[src/rtl/i2s_adc_rx.sv]
// I2S receive deserializer for the WM8731 ADC path.
//
// Oversamples the externally generated bclk/lrclk and the codec's adcdat in the clk
// domain. It deserializes MSB-first stereo words and presents each completed left/right
// pair on a valid/ready port.
//
// Ports:
//   clk, rst          system clock (256*fs) and asynchronous active-low reset
//   en                synchronous enable; low forces resync and drops the partial word
//   i2s_bclk          bit clock from the timing generator
//   i2s_lrclk         word clock (0 = left, 1 = right)
//   i2s_adcdat        serial data, launched on the falling edge of bclk
//   out_left/right    most recent sample pair
//   out_valid         pair available, held until accepted with out_ready
//   out_ready         consumer accepts the pair
//   short_word        sticky: a channel ended with fewer than DATA_WIDTH bits
//   overrun           sticky: an unaccepted pair was overwritten
//   clr_status        synchronous clear of the sticky flags (a set in the same cycle wins)
module i2s_adc_rx #(
  parameter int unsigned DATA_WIDTH = 24,
  parameter int unsigned CNT_WIDTH  = 6
) (
  input  logic                  clk,
  input  logic                  rst,
  input  logic                  en,
  input  logic                  i2s_bclk,
  input  logic                  i2s_lrclk,
  input  logic                  i2s_adcdat,
  output logic [DATA_WIDTH-1:0] out_left,
  output logic [DATA_WIDTH-1:0] out_right,
  output logic                  out_valid,
  input  logic                  out_ready,
  output logic                  short_word,
  output logic                  overrun,
  input  logic                  clr_status
);

  typedef enum logic [1:0] {StWaitSync, StDelay, StShift, StHold} state_e;

  localparam logic [CNT_WIDTH-1:0] FullCnt = CNT_WIDTH'(DATA_WIDTH);

  // Only bclk needs the second stage, for rising-edge detection.
  logic bclk_s1, bclk_s2, lrclk_s1, adcdat_s1;

  state_e                state_q, state_d;
  logic [DATA_WIDTH-1:0] shreg_q, shreg_d;
  logic [CNT_WIDTH-1:0]  bit_cnt_q, bit_cnt_d;
  logic                  lr_prev_q, lr_prev_d;
  logic [DATA_WIDTH-1:0] left_hold_q, left_hold_d;
  logic [DATA_WIDTH-1:0] out_left_q, out_left_d;
  logic [DATA_WIDTH-1:0] out_right_q, out_right_d;
  logic                  out_valid_q, out_valid_d;
  logic                  short_q, short_d;
  logic                  overrun_q, overrun_d;

  logic                  bclk_event;
  logic                  lr_change;
  logic [CNT_WIDTH-1:0]  cnt_inc;
  logic [CNT_WIDTH-1:0]  shift_amt;
  logic [DATA_WIDTH-1:0] word;
  logic                  finalize;
  logic                  pair_wr;

  assign bclk_event = bclk_s1 & ~bclk_s2;
  assign lr_change  = bclk_event & (lrclk_s1 != lr_prev_q);
  assign cnt_inc    = bit_cnt_q + 1'b1;
  // Left-align a partial word; missing LSBs come out as zero.
  assign shift_amt  = FullCnt - bit_cnt_q;
  assign word       = shreg_q << shift_amt;

  always_ff @(posedge clk or negedge rst) begin
    if (!rst) begin
      bclk_s1   <= 1'b0;
      bclk_s2   <= 1'b0;
      lrclk_s1  <= 1'b0;
      adcdat_s1 <= 1'b0;
    end else begin
      bclk_s1   <= i2s_bclk;
      bclk_s2   <= bclk_s1;
      lrclk_s1  <= i2s_lrclk;
      adcdat_s1 <= i2s_adcdat;
    end
  end

  // The event on which the lrclk change is seen carries the one-bit I2S delay slot and is
  // discarded; the first event spent in StDelay is the MSB. A slot of N bclk thus yields
  // min(N-1, DATA_WIDTH) data bits.
  always_comb begin
    state_d     = state_q;
    shreg_d     = shreg_q;
    bit_cnt_d   = bit_cnt_q;
    lr_prev_d   = bclk_event ? lrclk_s1 : lr_prev_q;
    left_hold_d = left_hold_q;
    finalize    = 1'b0;
    pair_wr     = 1'b0;

    if (!en) begin
      state_d   = StWaitSync;
      shreg_d   = '0;
      bit_cnt_d = '0;
    end else if (bclk_event) begin
      if (state_q == StWaitSync) begin
        shreg_d   = '0;
        bit_cnt_d = '0;
        if (lr_change && !lrclk_s1) begin
          state_d = StDelay;
        end
      end else if (lr_change) begin
        // Channel boundary: lrclk direction tells which word just ended.
        finalize  = 1'b1;
        state_d   = StDelay;
        shreg_d   = '0;
        bit_cnt_d = '0;
        if (lrclk_s1) begin
          left_hold_d = word;
        end else begin
          pair_wr = 1'b1;
        end
      end else begin
        case (state_q)
          StDelay, StShift: begin
            shreg_d   = {shreg_q[DATA_WIDTH-2:0], adcdat_s1};
            bit_cnt_d = cnt_inc;
            state_d   = (cnt_inc == FullCnt) ? StHold : StShift;
          end
          default: ;
        endcase
      end
    end
  end

  always_comb begin
    out_left_d  = pair_wr ? left_hold_q : out_left_q;
    out_right_d = pair_wr ? word : out_right_q;
    if (pair_wr) begin
      out_valid_d = 1'b1;
    end else if (out_valid_q && out_ready) begin
      out_valid_d = 1'b0;
    end else begin
      out_valid_d = out_valid_q;
    end
    short_d   = (short_q & ~clr_status) | (finalize & (bit_cnt_q < FullCnt));
    overrun_d = (overrun_q & ~clr_status) | (pair_wr & out_valid_q & ~out_ready);
  end

  always_ff @(posedge clk or negedge rst) begin
    if (!rst) begin
      state_q     <= StWaitSync;
      shreg_q     <= '0;
      bit_cnt_q   <= '0;
      lr_prev_q   <= 1'b1;
      left_hold_q <= '0;
      out_left_q  <= '0;
      out_right_q <= '0;
      out_valid_q <= 1'b0;
      short_q     <= 1'b0;
      overrun_q   <= 1'b0;
    end else begin
      state_q     <= state_d;
      shreg_q     <= shreg_d;
      bit_cnt_q   <= bit_cnt_d;
      lr_prev_q   <= lr_prev_d;
      left_hold_q <= left_hold_d;
      out_left_q  <= out_left_d;
      out_right_q <= out_right_d;
      out_valid_q <= out_valid_d;
      short_q     <= short_d;
      overrun_q   <= overrun_d;
    end
  end

  assign out_left   = out_left_q;
  assign out_right  = out_right_q;
  assign out_valid  = out_valid_q;
  assign short_word = short_q;
  assign overrun    = overrun_q;

endmodule

[config.mk]
export PLATFORM = sky130hd
export DESIGN_NAME = i2s_adc_rx
export DESIGN_NICKNAME = d
export VERILOG_FILES = /design/src/rtl/i2s_adc_rx.sv
export SDC_FILE = /design/constraint.sdc
export NUM_CORES = 1
export LEC_CHECK = 0
export CAP_MARGIN = 0
export CORE_UTILIZATION = 40
export DETAILED_ROUTE_END_ITERATION = 10
export SLEW_MARGIN = 25
export SYNTH_ARGS = -nofsm -noshare
export SYNTH_HDL_FRONTEND = slang
export SYNTH_SLANG_ARGS = --single-unit
[constraint.sdc]
create_clock -name clk -period 4 [get_ports clk]
set_input_delay 0.6 -clock clk [delete_from_list [all_inputs] [get_ports clk]]
set_output_delay 0.6 -clock clk [all_outputs]
set_load 0.02 [all_outputs]
==> results.toml, run 1 <==
[synth]
synth.avg_cell_area_um2 = 10.7
synthTopCellsByCount = "127 x nand2_1, 111 x dfrtp_1, 31 x o31ai_1"
syn_nets = 553
synthesis.area_um2 = 5800
yosys_warnings = 0
ys_async_sr_fraction = 1.00
synth_area_leaders = "dfrtp_1 48%, nand2_1 8.2%, mux2i_1 4.8%, mux2_2 4.7%, a22o_1 4.5%"
synth_top_family_by_area = "compound AO/OA/AOI/OAI gates"
synth_compound_area_frac = 0.155
synthAdderAreaFrac = 0.00431
muxShareOfSynthArea = 0.148
synth_most_common_cell = "nand2_1"
ys.flop_type = "dfrtp_1"
synth_edf_count = 0
yosysTopAreaCellShare = 0.479
yosys.area.top_type = "dfrtp_1"
synth_cell_types = 63
ys_ff_latch = 112
yosys.area_share.xor_xnor = 0.0194
syn_inst = 543
ys_seq_area_frac = 0.483
synthSimpleGateAreaFrac = 0.150

[die]
die-area_um2 = 15000
fp.coreArea_um2 = 14000
die_y_um = 122
start_util = 0.413
pin_count = 59
dieWidth_um = 122
core.rowCount = 43

[cells_and_area]
final_layout_size_suffix_gt1_frac = 0.134
multi_input_area_um2 = 2790
area_growth_pct = 17.6
fin_cells = 771
nets = 596
seqCellArea_um2 = 2800
n_antenna_cell = 0
nFillCells = 1251

[timing]
min_period_ns = 2.84
hold_violations = 0
fmax_mhz = 352
slew_viol_final = 0
fin_crit_sh = 0.711
tightest_slew_ns = 0.933
tns_ns = 0
fin_skew_ns = 0.00850
setup_violations = 0
relSlewSlack = 0.373
rsz0062_at_grt = "no"

[power_and_ir_drop]
ir_drop_mv = 0.201
p_leak_nw = 2.87
p_per_area_nw_per_um2 = 312

[placement]
dpl.cell_count = 755
gp_congestion = 0.859
numPortBuffers = 58
hpwlAfterDp_mm = 9.61

[worst_setup_path]
r2r-start = "bit_cnt_q[1]$_DFFE_PN0P_"
end_kind = "flop"
crit_path_max_fanout = 36
startpoint_type = "flop"
timing.rr.end = "left_hold_q[13]$_DFFE_PN0P_"
worstPathArrival_ns = 3.09
cp.required_ns = 4.25
path_class = "flop to flop"
r2r_cells = 8
r2r_slack_ns = 1.16

[drt]
drt-total-wl_mm = 13.4
post_drt_wl_per_cell_um = 17.4
vias_per_cell = 5.53
drcViolationCount = 0
dr_total_vias = 4264
drt_iter0_drc = 345
antenna_left = 0
first_pass_iters = 7

[cts]
cts.sinks = 112
clk_latency_ns = 0.36
cts_resized = 0
cts_max_path_buffers = 2
path_clk_slew_ns = 0.08
htree_num_levels = 3
hold_buffers = 0
post_cts_buffers = 0
root_buffer = "clkbuf_16"
numCtsBuffers = 9
cts_tree = "built"

[grt]
grt_pass1_wl_mm = 22.1
grt_overflow = 0
antenna_found_initial = 0
grtUsageTotal = 0.192
grt_pass1_vias = 4128
grt_start_max_net_pins = 56

[flow_run]
maxCapViolations = 0

[hold_path]
min_path_type = "input port to async pin"

[run_status]
status = "finished clean"
[worst max-delay path: stages, from the launching register on]
cell	delay, ns
dfrtp_1	0.55
inv_1	0.09
ha_1	0.38
buf_12	0.24
mux2_2	0.40
mux4_1	0.56
nor2_1	0.12
a211oi_1	0.07
mux2_2	0.30
[worst max path at each step]
stage / start / endpoint / slack (ns) / depth (start not counted)
after floorplan: bit_cnt_q[0]$_DFFE_PN0P_ / out_right[12]$_DFFE_PN0P_ / 1.10 / 10
after global placement: bit_cnt_q[1]$_DFFE_PN0P_ / out_right[13]$_DFFE_PN0P_ / 1.22 / 8
after detailed placement: bit_cnt_q[1]$_DFFE_PN0P_ / left_hold_q[13]$_DFFE_PN0P_ / 1.13 / 8
after CTS: bit_cnt_q[1]$_DFFE_PN0P_ / left_hold_q[13]$_DFFE_PN0P_ / 1.11 / 8
after global routing: bit_cnt_q[1]$_DFFE_PN0P_ / left_hold_q[13]$_DFFE_PN0P_ / 0.99 / 8
final: bit_cnt_q[1]$_DFFE_PN0P_ / left_hold_q[13]$_DFFE_PN0P_ / 1.16 / 8
[placed cells by master (no fill, tap or decap), types with 4 or more instances in the layout]
master           netlist  final
xnor2_1                6      5
o31ai_1               31     31
mux4_2                 9      9
a211oi_1               4      4
mux2_2                24     24
o21ai_0               11     11
nor2_1                18     17
nand2_1              127    126
mux4_1                 4      4
mux2i_1               28     28
dfrtp_1              111    111
nand2b_1               7      7
a31oi_1                7      7
a21oi_1                6      6
nor3_1                 6      5
clkbuf_16              0      9
clkdlybuf4s50_1        0     57
inv_1                  8      8
a32o_1                 6      6
a22o_1                30     30
nand3_1                9      9
buf_4                  4     11
[through the flow]
stage               utilization  total power, mW  instance area [µm²]  hold slack, ns  worst slack [ns]
detailed placement        0.464             1.23                 6510           0.392              1.13
floorplan                     -             1.19                 5800           0.304              1.10
finish                    0.486             2.13                 6830           0.292              1.16
global route              0.486             2.20                 6830           0.338             0.986
CTS                       0.486             2.15                 6820           0.304              1.11
global placement          0.464             1.23                 6510           0.377              1.22
[flip-flops by register name (all words and copies together), names as in the netlist]
register / cells
out_left: 24
lrclk_s1: 1
left_hold_q: 24
bclk_s2: 1
bit_cnt_q: 6
lr_prev_q: 1
adcdat_s1: 1
out_valid: 1
shreg_q: 24
short_word: 1
state_q: 2
out_right: 24
bclk_s1: 1
overrun: 1
[area by class of cell]
class / instances / area share
clock buffers: 10 / 0.0335
well taps: 180 / 0.0330
multi-input cells: 385 / 0.408
flip-flops and latches: 112 / 0.411
repair buffers: 69 / 0.0986
clock inverters: 6 / 0.0110
inverters: 9 / 0.00495
[per-layer routing]
| metal | part of all wire | GRT usage | vias up |
|---|---|---|---|
| met3 | 0.034 | 0.0386 | 12 |
| met1 | 0.50 | 0.273 | 2111 |
| met2 | 0.46 | 0.295 | 80 |
| met4 | 0.011 | 0.0579 | 0 |
| met5 | 0 | 0 | - |
| li1 | - | - | 2061 |
[logic make-up after synthesis]
group,Yosys count
adders and majority gates,2
AOI/OAI and AO/OA,117
and+or+nand+nor,192
buffers and inverters,46
DFF,112
muxes,65
xor gates and xnor gates,9
[power breakdown]
part           switching [mW]  total [mW]  internal, mW
registers             0.00318        1.14          1.14
logic                  0.0449      0.0639        0.0190
clock network           0.429       0.926         0.497
total                   0.477        2.13          1.65
No activity file was read; power rests on OpenSTA's default activity.
==> run 2, diff against run 1 <==
- clock period: 4 -> 2.4 ns (I/O delays scaled with it)
==> run 2 against run 1 <==
Cell area is 6.8% higher. Via count is 4.2% higher. Worst hold slack better by 0.12 ns. Count of clock-buffer cells in the layout stayed put. Flip-flop and latch count stayed put. Global-route usage is 1.6 points higher. Total power is 64% higher. Clock skew is 0.0036 ns higher. Die area stayed put. First-iteration DRC count is 4.6% higher. Cell count is 5.7% higher. Register-to-register slack worse by 1.1 ns. Highest routed layer unchanged.
==> results.toml, run 2 (synthesized netlist as in run 1, its figures left out) <==
[run_status]
status = "finished clean"

[worst_setup_path]
crit_chain = "clkinv_8 > ha_4 > buf_8 > buf_4 > mux2i_2 > mux4_2 > a222oi_1 > buf_4 > a22o_1"
cp.required_ns = 2.70
end_kind = "flop"
crit_buf_inv = 4
worstPathArrival_ns = 2.69
max_stage_delay_ns = 0.52
critPathTopFamily = "multiplexers"
slowest_stage = "mux4_2"
crit_top_cell = "buf_4"
path_class = "flop to flop"
startpoint_type = "flop"
crit_path_max_fanout = 9

[grt]
grtUsageTotal = 0.208
grtUsageMet3 = 0.0446
grt_start_max_net_pins = 65
top_usage_layer = "met2"
grt_util_met1 = 0.284
grt_overflow = 0
antenna_found_initial = 0
grt_pass1_vias = 4481
grt_pass1_wl_mm = 23.8
grtUsageMet2 = 0.333

[timing]
rsz0062_at_grt = "yes"
slew_viol_final = 0
min_period_ns = 2.39
fin_crit_sh = 0.994
fin_skew_ns = 0.0121
hold_violations = 0
tightest_slew_ns = 0.722
setup_violations = 0
timing.hold.ws_ns = 0.408
fmax_mhz = 419
relSlewSlack = 0.515

[drt]
antenna_left = 0
drt_iter0_drc = 361
dr_total_vias = 4442
drcViolationCount = 0
vias_per_cell = 5.45
post_drt_wl_per_cell_um = 17.7
first_pass_iters = 5
drt-total-wl_mm = 14.5

[power_and_ir_drop]
p_leak_nw = 3.09
ir_drop_mv = 0.375
p_per_area_nw_per_um2 = 478

[cells_and_area]
layout_common_cells = "126 x nand2_1, 110 x dfrtp_1, 57 x clkdlybuf4s50_1, 48 x buf_4, 31 x o31ai_1"
area_growth_pct = 25.7
nets = 640
final_core_util = 0.519
final_layout_size_suffix_gt1_frac = 0.222
n_antenna_cell = 0
final_common_cell = "nand2_1"

[die]
core.rowCount = 43
die-area_um2 = 15000
dieWidth_um = 122
die_y_um = 122
fp.coreArea_um2 = 14000
pin_count = 59
start_util = 0.413

[cts]
numCtsBuffers = 9
cts_max_path_buffers = 2
cts_tree = "built"
path_clk_slew_ns = 0.08
root_buffer = "clkbuf_16"
htree_num_levels = 3
clk_latency_ns = 0.37
cts.sinks = 112

[placement]
numPortBuffers = 58
hpwlAfterDp_mm = 10.5
gp_congestion = 0.925

[flow_run]
maxCapViolations = 0

[hold_path]
min_path_type = "flop to flop"
==> run 2: cell types whose count changed in the layout (fill, tap and decap cells not counted), moves of 4 or more <==
cell,before,now
mux2_4,0,6
mux2_2,24,18
mux2i_2,0,4
buf_4,11,48
mux2i_1,28,24
==> run 2: worst paths after layout <==
kind | start | endpoint | slack (ns) | depth (start not counted)
worst max-delay path | bit_cnt_q[0]$_DFFE_PN0P_ | left_hold_q[18]$_DFFE_PN0P_ | 0.01 | 9
worst min-delay path | bclk_s1$_DFF_PN0_ | bclk_s2$_DFF_PN0_ | 0.41 | 0
worst max register to register | bit_cnt_q[0]$_DFFE_PN0P_ | left_hold_q[18]$_DFFE_PN0P_ | 0.01 | 9
worst min register to register | bclk_s1$_DFF_PN0_ | bclk_s2$_DFF_PN0_ | 0.41 | 0
max in group asynchronous | rst | bit_cnt_q[0]$_DFFE_PN0P_ | 1.29 | 3
min in group asynchronous | rst | out_valid$_DFFE_PN0P_ | 0.44 | 2
==> run 2: timing repair <==
action	CTS	global route
setup buffers	4	0
pin swaps	2	1
setup endpoints to repair	25	26
hold endpoints to repair	21	0
hold buffers	1	0
resized for setup	4	20
==> run 2: through the flow <==
stage               area, µm²  TNS [ns]  total power [mW]  setup slack [ns]  cells
floorplan                5880    -0.899              1.98            -0.121    543
global placement         6880    -0.647              2.05            -0.135    794
detailed placement       6880     -1.45              2.06            -0.147    794
CTS                      7220         0              3.54            0.0212    815
global route             7290    -0.176              3.61           -0.0555    815
finish                   7290         0              3.49            0.0141    815
==> run 2: area by class of cell <==
type,count,area (µm²)
Fill cell,1251,6750
Multi-Input combinational cell,385,2870
Sequential cell,112,2810
Timing Repair Buffer,113,1060
Clock buffer,10,229
Tap cell,180,225
Clock inverter,6,51.3
Inverter,9,46.3
==> run 2: per-layer routing <==
metal / vias up / routed length, µm / share of wire
li1: 2143 / - / -
met1: 2206 / 6920 / 0.48
met2: 79 / 6930 / 0.48
met3: 14 / 449 / 0.031
met4: 0 / 164 / 0.011
met5: - / 0 / 0
==> run 2: power breakdown <==
part           leakage, nW  switching (mW)  internal, mW
clock                0.133           0.741         0.723
sequential            1.55         0.00589          1.89
combinational         1.41          0.0791        0.0437
total                 3.09           0.826          2.66
==> run 3, diff against run 2 <==
- CAP_MARGIN: 0 -> not set
==> results of run 3 <==
Final layout, timing and power as in run 2 (identical DEF).
